$ cat src/rtl/ili9341_init_seq_if.sv
// Interface for the ILI9341 power-up sequencer. It groups start control,
// the panel-reset handshake, the SPI byte stream and the status outputs.
`timescale 1ns/1ps
interface ili9341_init_seq_if;
    logic       i_start;
    logic       o_reset_ena;
    logic       o_reset_val;
    logic       i_reset_sent;
    logic       o_spi_valid;
    logic       o_spi_dc;
    logic [7:0] o_spi_data;
    logic       i_spi_ready;
    logic       i_spi_done;
    logic       o_busy;
    logic       o_init_done;
    logic [3:0] o_cmd_idx;

    modport master (
        input  i_start, i_reset_sent, i_spi_ready, i_spi_done,
        output o_reset_ena, o_reset_val, o_spi_valid, o_spi_dc, o_spi_data,
               o_busy, o_init_done, o_cmd_idx
    );

    modport slave (
        output i_start, i_reset_sent, i_spi_ready, i_spi_done,
        input  o_reset_ena, o_reset_val, o_spi_valid, o_spi_dc, o_spi_data,
               o_busy, o_init_done, o_cmd_idx
    );
endinterface

$ cat src/rtl/ili9341_init_seq.sv
// ILI9341 power-up sequencer: requests a panel reset, then walks a fixed
// command table, sending SPI bytes and timing millisecond delays.
`timescale 1ns/1ps
module ili9341_init_seq #(
    parameter int CLK_PER_MS = 4000,
    parameter int ROM_DEPTH  = 16
) (
    input  logic clk,
    input  logic rst,
    ili9341_init_seq_if.master bus
);
    localparam int IDX_W = $clog2(ROM_DEPTH);
    localparam int SUB_W = (CLK_PER_MS > 1) ? $clog2(CLK_PER_MS) : 1;

    localparam logic [1:0] T_CMD   = 2'b00;
    localparam logic [1:0] T_DATA  = 2'b01;
    localparam logic [1:0] T_DELAY = 2'b10;
    localparam logic [1:0] T_END   = 2'b11;

    typedef enum logic [3:0] {
        S_IDLE,
        S_RST_REQ,
        S_RST_WAIT,
        S_FETCH,
        S_DECODE,
        S_SEND,
        S_XFER,
        S_DELAY,
        S_DONE
    } state_t;

    state_t             state, state_n;
    logic [IDX_W-1:0]   idx, idx_n;
    logic [9:0]         word, word_n;
    logic [7:0]         ms_cnt, ms_n;
    logic [SUB_W-1:0]   sub_cnt, sub_n;

    // The last table slot always reads as END so the index can never wrap.
    function automatic logic [9:0] rom_read(input logic [IDX_W-1:0] a);
        logic [9:0] w;
        case (int'(a))
            0:       w = {T_CMD,   8'h01};
            1:       w = {T_DELAY, 8'd5};
            2:       w = {T_CMD,   8'h28};
            3:       w = {T_CMD,   8'h3A};
            4:       w = {T_DATA,  8'h55};
            5:       w = {T_CMD,   8'h36};
            6:       w = {T_DATA,  8'h48};
            7:       w = {T_CMD,   8'h11};
            8:       w = {T_DELAY, 8'd120};
            9:       w = {T_CMD,   8'h29};
            default: w = {T_END,   8'h00};
        endcase
        if (int'(a) >= ROM_DEPTH - 1) begin
            w = {T_END, 8'h00};
        end
        return w;
    endfunction

    always_ff @(posedge clk) begin
        if (rst) begin
            state   <= S_IDLE;
            idx     <= '0;
            word    <= '0;
            ms_cnt  <= '0;
            sub_cnt <= '0;
        end else begin
            state   <= state_n;
            idx     <= idx_n;
            word    <= word_n;
            ms_cnt  <= ms_n;
            sub_cnt <= sub_n;
        end
    end

    always_comb begin
        state_n = state;
        idx_n   = idx;
        word_n  = word;
        ms_n    = ms_cnt;
        sub_n   = sub_cnt;
        case (state)
            S_IDLE, S_DONE: begin
                if (bus.i_start) begin
                    state_n = S_RST_REQ;
                    idx_n   = '0;
                end
            end
            S_RST_REQ: state_n = S_RST_WAIT;
            S_RST_WAIT: begin
                if (bus.i_reset_sent) begin
                    state_n = S_FETCH;
                end
            end
            S_FETCH: begin
                word_n  = rom_read(idx);
                state_n = S_DECODE;
            end
            S_DECODE: begin
                case (word[9:8])
                    T_CMD, T_DATA: state_n = S_SEND;
                    T_DELAY: begin
                        if (word[7:0] == 8'd0) begin
                            idx_n   = idx + 1'b1;
                            state_n = S_FETCH;
                        end else begin
                            ms_n    = word[7:0];
                            sub_n   = SUB_W'(CLK_PER_MS - 1);
                            state_n = S_DELAY;
                        end
                    end
                    default: state_n = S_DONE;
                endcase
            end
            S_SEND: begin
                if (bus.i_spi_ready) begin
                    state_n = S_XFER;
                end
            end
            S_XFER: begin
                if (bus.i_spi_done) begin
                    idx_n   = idx + 1'b1;
                    state_n = S_FETCH;
                end
            end
            // Each millisecond is CLK_PER_MS cycles of the sub counter.
            S_DELAY: begin
                if (sub_cnt == '0) begin
                    if (ms_cnt == 8'd1) begin
                        idx_n   = idx + 1'b1;
                        state_n = S_FETCH;
                    end else begin
                        ms_n  = ms_cnt - 8'd1;
                        sub_n = SUB_W'(CLK_PER_MS - 1);
                    end
                end else begin
                    sub_n = sub_cnt - 1'b1;
                end
            end
            default: state_n = S_IDLE;
        endcase
    end

    assign bus.o_reset_ena = (state == S_RST_REQ);
    assign bus.o_reset_val = 1'b0;
    assign bus.o_spi_valid = (state == S_SEND);
    assign bus.o_spi_dc    = word[8];
    assign bus.o_spi_data  = word[7:0];
    assign bus.o_busy      = (state != S_IDLE) && (state != S_DONE);
    assign bus.o_init_done = (state == S_DONE);
    assign bus.o_cmd_idx   = 4'(idx);
endmodule

$ cat src/flat_wrapper.sv
// flat-port wrapper written by rule: the top's interface ports become plain ports
module ili9341_init_seq_flat 
#(
    parameter int CLK_PER_MS = 4000,
    parameter int ROM_DEPTH  = 16
)
  (clk, rst, bus_i_start, bus_i_reset_sent, bus_i_spi_ready, bus_i_spi_done, bus_o_reset_ena, bus_o_reset_val, bus_o_spi_valid, bus_o_spi_dc, bus_o_spi_data, bus_o_busy, bus_o_init_done, bus_o_cmd_idx);
  ili9341_init_seq_if bus_i ();
  input  logic clk;
  input  logic rst;
  input wire logic [$bits(bus_i.i_start)-1:0] bus_i_start;
  input wire logic [$bits(bus_i.i_reset_sent)-1:0] bus_i_reset_sent;
  input wire logic [$bits(bus_i.i_spi_ready)-1:0] bus_i_spi_ready;
  input wire logic [$bits(bus_i.i_spi_done)-1:0] bus_i_spi_done;
  output wire logic [$bits(bus_i.o_reset_ena)-1:0] bus_o_reset_ena;
  output wire logic [$bits(bus_i.o_reset_val)-1:0] bus_o_reset_val;
  output wire logic [$bits(bus_i.o_spi_valid)-1:0] bus_o_spi_valid;
  output wire logic [$bits(bus_i.o_spi_dc)-1:0] bus_o_spi_dc;
  output wire logic [$bits(bus_i.o_spi_data)-1:0] bus_o_spi_data;
  output wire logic [$bits(bus_i.o_busy)-1:0] bus_o_busy;
  output wire logic [$bits(bus_i.o_init_done)-1:0] bus_o_init_done;
  output wire logic [$bits(bus_i.o_cmd_idx)-1:0] bus_o_cmd_idx;
  assign bus_i.i_start = bus_i_start;
  assign bus_i.i_reset_sent = bus_i_reset_sent;
  assign bus_i.i_spi_ready = bus_i_spi_ready;
  assign bus_i.i_spi_done = bus_i_spi_done;
  assign bus_o_reset_ena = bus_i.o_reset_ena;
  assign bus_o_reset_val = bus_i.o_reset_val;
  assign bus_o_spi_valid = bus_i.o_spi_valid;
  assign bus_o_spi_dc = bus_i.o_spi_dc;
  assign bus_o_spi_data = bus_i.o_spi_data;
  assign bus_o_busy = bus_i.o_busy;
  assign bus_o_init_done = bus_i.o_init_done;
  assign bus_o_cmd_idx = bus_i.o_cmd_idx;
  ili9341_init_seq #(.CLK_PER_MS(CLK_PER_MS), .ROM_DEPTH(ROM_DEPTH)) u_core (.clk(clk), .rst(rst), .bus(bus_i));
endmodule
$ cat config.mk
export PLATFORM = sky130hd
export DESIGN_NAME = ili9341_init_seq_flat
export DESIGN_NICKNAME = d
export VERILOG_FILES = /design/src/rtl/ili9341_init_seq_if.sv /design/src/rtl/ili9341_init_seq.sv /design/src/flat_wrapper.sv
export SDC_FILE = /design/constraint.sdc
export NUM_CORES = 1
export LEC_CHECK = 0
export ABC_CLOCK_PERIOD_IN_PS = 6840
export CORE_ASPECT_RATIO = 2
export CORE_MARGIN = 3
export CORE_UTILIZATION = 40
export CTS_CLUSTER_DIAMETER = 50
export DETAILED_ROUTE_END_ITERATION = 8
export GPL_ROUTABILITY_DRIVEN = 0
export MAX_ROUTING_LAYER = met4
export SLEW_MARGIN = 20
export SYNTH_ARGS = -nofsm -noshare
export SYNTH_HDL_FRONTEND = slang
export SYNTH_SLANG_ARGS = --single-unit
$ cat constraint.sdc
create_clock -name clk -period 6.84 [get_ports clk]
set_input_delay 1.368 -clock clk [delete_from_list [all_inputs] [get_ports clk]]
set_output_delay 1.368 -clock clk [all_outputs]
set_load 0.01 [all_outputs]
## After elaboration in Yosys (flattened, before gate mapping)

Memory sizes are Yosys's and may differ from the RTL's. A register that Yosys moved wholly into a read port is not among the register bits.
Cells that the tools add are included.

| operators by class | value |
|---|---|
| $lt $le $gt $ge | 1 |
| equality and inequality tests | 23 |
| reduce and logical (&&, ||, !) cells | 14 |
| add/sub/neg operators | 3 |
| muxes and demuxes | 29 |

Operators by type and width:

| operator | number |
|---|---|
| $mux W4 | 14 |
| $mux W12 | 4 |
| $mux W8 | 4 |
| $pmux W4 S8 | 1 |
| $pmux W12 S2 | 1 |
| $eq A4 B3 Y1 const B | 4 |
| $pmux W4 S4 | 1 |
| $pmux W8 S2 | 1 |
| $logic_not A12 Y1 | 1 |
| $ne A2 B2 Y1 const B | 6 |
| $sub A12 B1 Y12 const B | 1 |
| $mux W10 | 1 |
| $eq A4 B2 Y1 const B | 2 |
| $eq A8 B1 Y1 const B | 1 |
| $logic_not A8 Y1 | 1 |
| $ne A2 B1 Y1 const B | 4 |
| $pmux W4 S2 | 1 |
| $reduce_bool A4 Y1 | 2 |
| $sub A8 B1 Y8 const B | 1 |
| $reduce_and A7 Y1 | 1 |
| $reduce_and A6 Y1 | 1 |
| $reduce_and A5 Y1 | 1 |
| $add A4 B1 Y4 const B | 1 |
| $eq A4 B1 Y1 const B | 1 |
| other kinds (13) | 14 |

| word-level totals | value |
|---|---|
| memories kept | 1 |
| output and inout bits | 18 |
| register bits | 38 |
| bits in read-only memories | 144 |
| word-level logic and storage cells | 76 |
| input port bits | 6 |

Memories:

| name | words | width | rd ports | clocked after Yosys merged registers in | write ports | line | source |
|---|---|---|---|---|---|---|---|
| (name not given) | 16 | 9 | 1 | 1 | 0 | ili9341_init_seq.sv:41 | `case (int'(a))` |

## Longest topological paths before layout

| depth | value |
|---|---|
| word-level depth | 6 |
| mapped depth | 11 |
| mapped depth without buffers | 11 |

## Worst setup path before layout

No wires, ideal clock.

| timing | value |
|---|---|
| path type | input to register |
| start point | input port bus_i_start |
| end point | register with a tool-made name |
| arrival time | 3.068 ns |
| setup time | 0.114 ns |
| stages | 9 |
| path slack | 3.658 ns |
| data required time | 6.726 ns |
| buffers on the path | 0 |
| path through | or3_1 a21oi_1 a211oi_4 and2_1 a32oi_2 inv_1 ha_1 mux2i_1 nor2_1 |

RTL lines:

| what | line | source |
|---|---|---|
| start, declared | flat_wrapper.sv:11 | `input wire logic [$bits(bus_i.i_start)-1:0] bus_i_start;` |

## Worst setup path after layout

| timing | value |
|---|---|
| start point | register u_core.state[0] |
| end point | output port bus_o_init_done |

| on the way | value |
|---|---|
| word-level cells in the longest chain between the ends | 1 |

Ends and longest elaborated chain:

| what | line | source |
|---|---|---|
| start, declared | ili9341_init_seq.sv:32 | `state_t state, state_n;` |
| start signal, assigned | ili9341_init_seq.sv:68 | `state <= state_n;` |
| $eq A4 B4 Y1 | ili9341_init_seq.sv:150 | `assign bus.o_init_done = (state == S_DONE);` |
| end, declared | flat_wrapper.sv:21 | `output wire logic [$bits(bus_i.o_init_done)-1:0] bus_o_init_done;` |

Every way passes these cells.

==> reports/qor.tcl <==
set qor(result_of_the_run) {finished clean}
set qor(clock_sink_count) 46
set qor(detail_route.wirelength_um) 5740
set qor(power-per-cell-area_nw_per_um2) 197
set qor(ys_top_cells_by_count) {46 x dfxtp_1, 29 x nor2_1, 26 x a21oi_1}
set qor(number_of_vias_per_cell) 5.36
set qor(clock_skew_ns) 0.00410
set qor(synth_simple_gate_area_share_pct) 23.3
set qor(worstSetupEndpoint) {bus_o_init_done}
set qor(grt_antenna_before_repair) 0
set qor(starting_density_of_the_core_pct) 41.4
set qor(number_of_library_cell_types_mapped_by_synthesis) 58
set qor(dieArea_sq_um) 7310
set qor(synth_cells) 299
set qor(p_switching_uw) 137
set qor(number_of_enable_flip_flop_cells_after_synthesis) 0
set qor(combinational_power_share_pct) 7.1
set qor(die_width_um) 62.0
set qor(share_of_the_synthesized_area_in_compound_gates_ao_oa_aoi_oai_pct) 22.5
set qor(numCtsBuffers) 5
set qor(synth-adder-area-share_pct) 4.49
set qor(worst_path_max_delay_cell) {clkdlybuf4s50_1}
set qor(cell_internal_pwr_uw) 424
set qor(timing.final.hold_violations) 0
set qor(critical_path_class) {reg -> out}
set qor(cts_tree) {done}
set qor(synth-async-reset-ratio_pct) 0
set qor(ff2ff_path_depth) 8
set qor(worstMarginPinSlew_ns) 0.810
set qor(floorplan.die.height_um) 118
set qor(gr-total-overflow) 0
set qor(worstSetupEndpointType) {output pin}
set qor(synth_xor_xnor_area_share_pct) 3.84
set qor(grt_max_degree) 39
set qor(period_needed_ns) 3.52
set qor(rsz_0062_raised_after_global_routing) {no}
set qor(pre_repair_dr_iteration_count) 4
set qor(routed_wire_per_std_cell_um) 14.7
set qor(timing.final.crit_share_pct) 51.5
set qor(slew_headroom_pct) 45.5
set qor(grt_pass1_vias) 2069
set qor(final_max_slew_viol_count) 0
set qor(yosys_warnings) 0
set qor(largest_family_of_logic_cells_by_synthesized_area) {simple AND/OR/NAND/NOR gates}
set qor(num-nets-final) 320
set qor(p_leak_uw) 0.00106
set qor(htree_num_levels) 2
set qor(reg2reg_from) {u_core.state[1]}
set qor(vias) 2090
set qor(antenna_diode_count) 0
set qor(postSynthAreaPerCell_sq_um) 8.39
set qor(boundaryPins) 24
set qor(postPlaceCellArea_sq_um) 2700
set qor(worst_min_delay_path_class) {reg -> reg}
set qor(yosys.cell_count.top_type) {dfxtp_1}
set qor(cts_max_path_buffers) 2
set qor(synth_top_cells_by_area) {dfxtp_1 37%, a21oi_1 5.2%, ha_1 4.5%}
set qor(ys_dominant_reg_cell) {dfxtp_1}
set qor(grt_util_all_layers_pct) 18.1
set qor(max-vdd-ir-drop_uv) 141
set qor(drt.antenna.violating_nets) 0
set qor(fmax_mhz) 284
set qor(worst_ep_arrival_time_ns) 2.16
set qor(port-buffer-count) 21
set qor(coreArea_sq_um) 6060
set qor(finalSetupTns_ns) 0
set qor(critPathMaxStageDelay_ns) 0.53
set qor(drv_cap) 0
set qor(post_synthesis_instance_area_sq_um) 2510
set qor(cts.root.buffer_cell) {clkbuf_16}
set qor(final_layout_size_suffix_gt1_share_pct) 6.54
set qor(worstSetupStartpointType) {register}
set qor(yosysTopAreaCellShare_pct) 36.7
set qor(pwr-share-seq_pct) 49.3
set qor(postLayoutCellArea_sq_um) 2850
set qor(r2r_setup_slack_ns) 3.61
set qor(drt_first_iter_violations) 105
set qor(timing.critical_path.cells) {or2_2 -> nor2_1 -> and2_1 -> clkdlybuf4s50_1}
set qor(rows) 40
set qor(dp_cells) 382
set qor(path_clk_slew_ns) 0.06
set qor(post_cts_buffers) 0
set qor(clock_latency_ns) 0.29
set qor(layout-area-overhead-vs-synth_pct) 13.5
set qor(netlist.top_cell.by_area) {dfxtp_1}
set qor(grt_first_pass_wirelength_um) 9840
set qor(layoutNonFillerInstCount) 390
set qor(post_cts_resize_count) 0
set qor(clk_network_pwr_share_pct) 43.6
set qor(dp_hpwl_um) 4240
set qor(worst-path-max-fanout) 15
set qor(final-setup-viol-count) 0
set qor(crit_required_ns) 5.47
set qor(postSynthRegisterBits) 46
set qor(switching_share_pct) 24.5
set qor(drc) 0
set qor(postCtsHoldBufs) 0
set qor(yosysSeqAreaShare_pct) 36.7
set qor(synth.mux.area_fraction_pct) 1.20
set qor(setup.worst_path.start) {u_core.state[0]}
==> routing by layer <==
layer	global-route usage (%)	routed length, um	vias up
li1	-	-	1056
met1	19.1	2180	1005
met2	31.6	3350	21
met3	3.40	107	8
met4	6.64	101	0
met5	-	0	-
==> power by group through the flow <==
| stage | sequential, uW | clock [uW] | combinational (uW) |
|---|---|---|---|
| final | 277 | 245 | 40.0 |
| after global routing | 277 | 260 | 44.7 |
| after CTS | 276 | 251 | 40.4 |
| after detailed placement | 283 | 0 | 40.2 |
| after global placement | 283 | 0 | 40.1 |
| after floorplan | 279 | 0 | 31.0 |
==> cells in the final DEF (no fill, tap or decap), types with 5 or more instances in the layout <==
cell	Yosys	routed
a21oi_1	26	26
nand3_1	7	7
o21ai_0	9	9
nand2_1	22	22
clkbuf_16	0	5
nand2b_1	7	7
nor2_1	29	29
dfxtp_1	46	46
clkdlybuf4s50_1	0	21
a31oi_1	5	5
xor2_1	7	7
inv_1	16	16
nor3_1	11	11
a22oi_1	11	11
ha_1	9	9
==> worst min-delay path by stage <==
stage	start	end	slack (ns)	depth (start not counted)
6_report	register	u_core.word[9]	0.45	2
3_3_place_gp	register	u_core.word[9]	0.44	2
4_1_cts	register	u_core.word[9]	0.45	2
2_1_floorplan	register	u_core.word[8]	0.43	2
3_5_place_dp	register	u_core.word[9]	0.44	2
5_1_grt	register	u_core.word[8]	0.48	2
==> worst max-delay path: cells and delay by family (launching register included) <==
kind                   cells  cell delay, ns
buffers and inverters      1            0.53
AND/OR/NAND/NOR            3            0.87
flip-flops                 1            0.46
==> metrics by stage <==
step	total power [uW]	hold slack [ns]	worst slack [ns]	utilization, %
after floorplan	310	0.432	3.66	-
after global placement	323	0.436	3.07	44.6
after detailed placement	323	0.442	3.03	44.6
after CTS	567	0.451	3.29	47.0
after global routing	582	0.482	3.11	47.0
final	561	0.447	3.32	47.0
==> logic make-up after synthesis <==
family          count (synthesis)
buf+inv                        41
compound gates                 79
fa+ha+maj                       9
flops                          46
xor+xnor                       11
other cells                     1
mux                             3
simple gates                  109
==> layout make-up <==
type | count | area, sq um
clock buffer | 5 | 125
clock inverter | 3 | 21.3
fill | 617 | 3210
inverter | 17 | 63.8
multi-input combinational | 213 | 1390
sequential | 46 | 921
tap | 84 | 105
timing repair buffer | 22 | 218
Power figures use the tool's default switching activity.
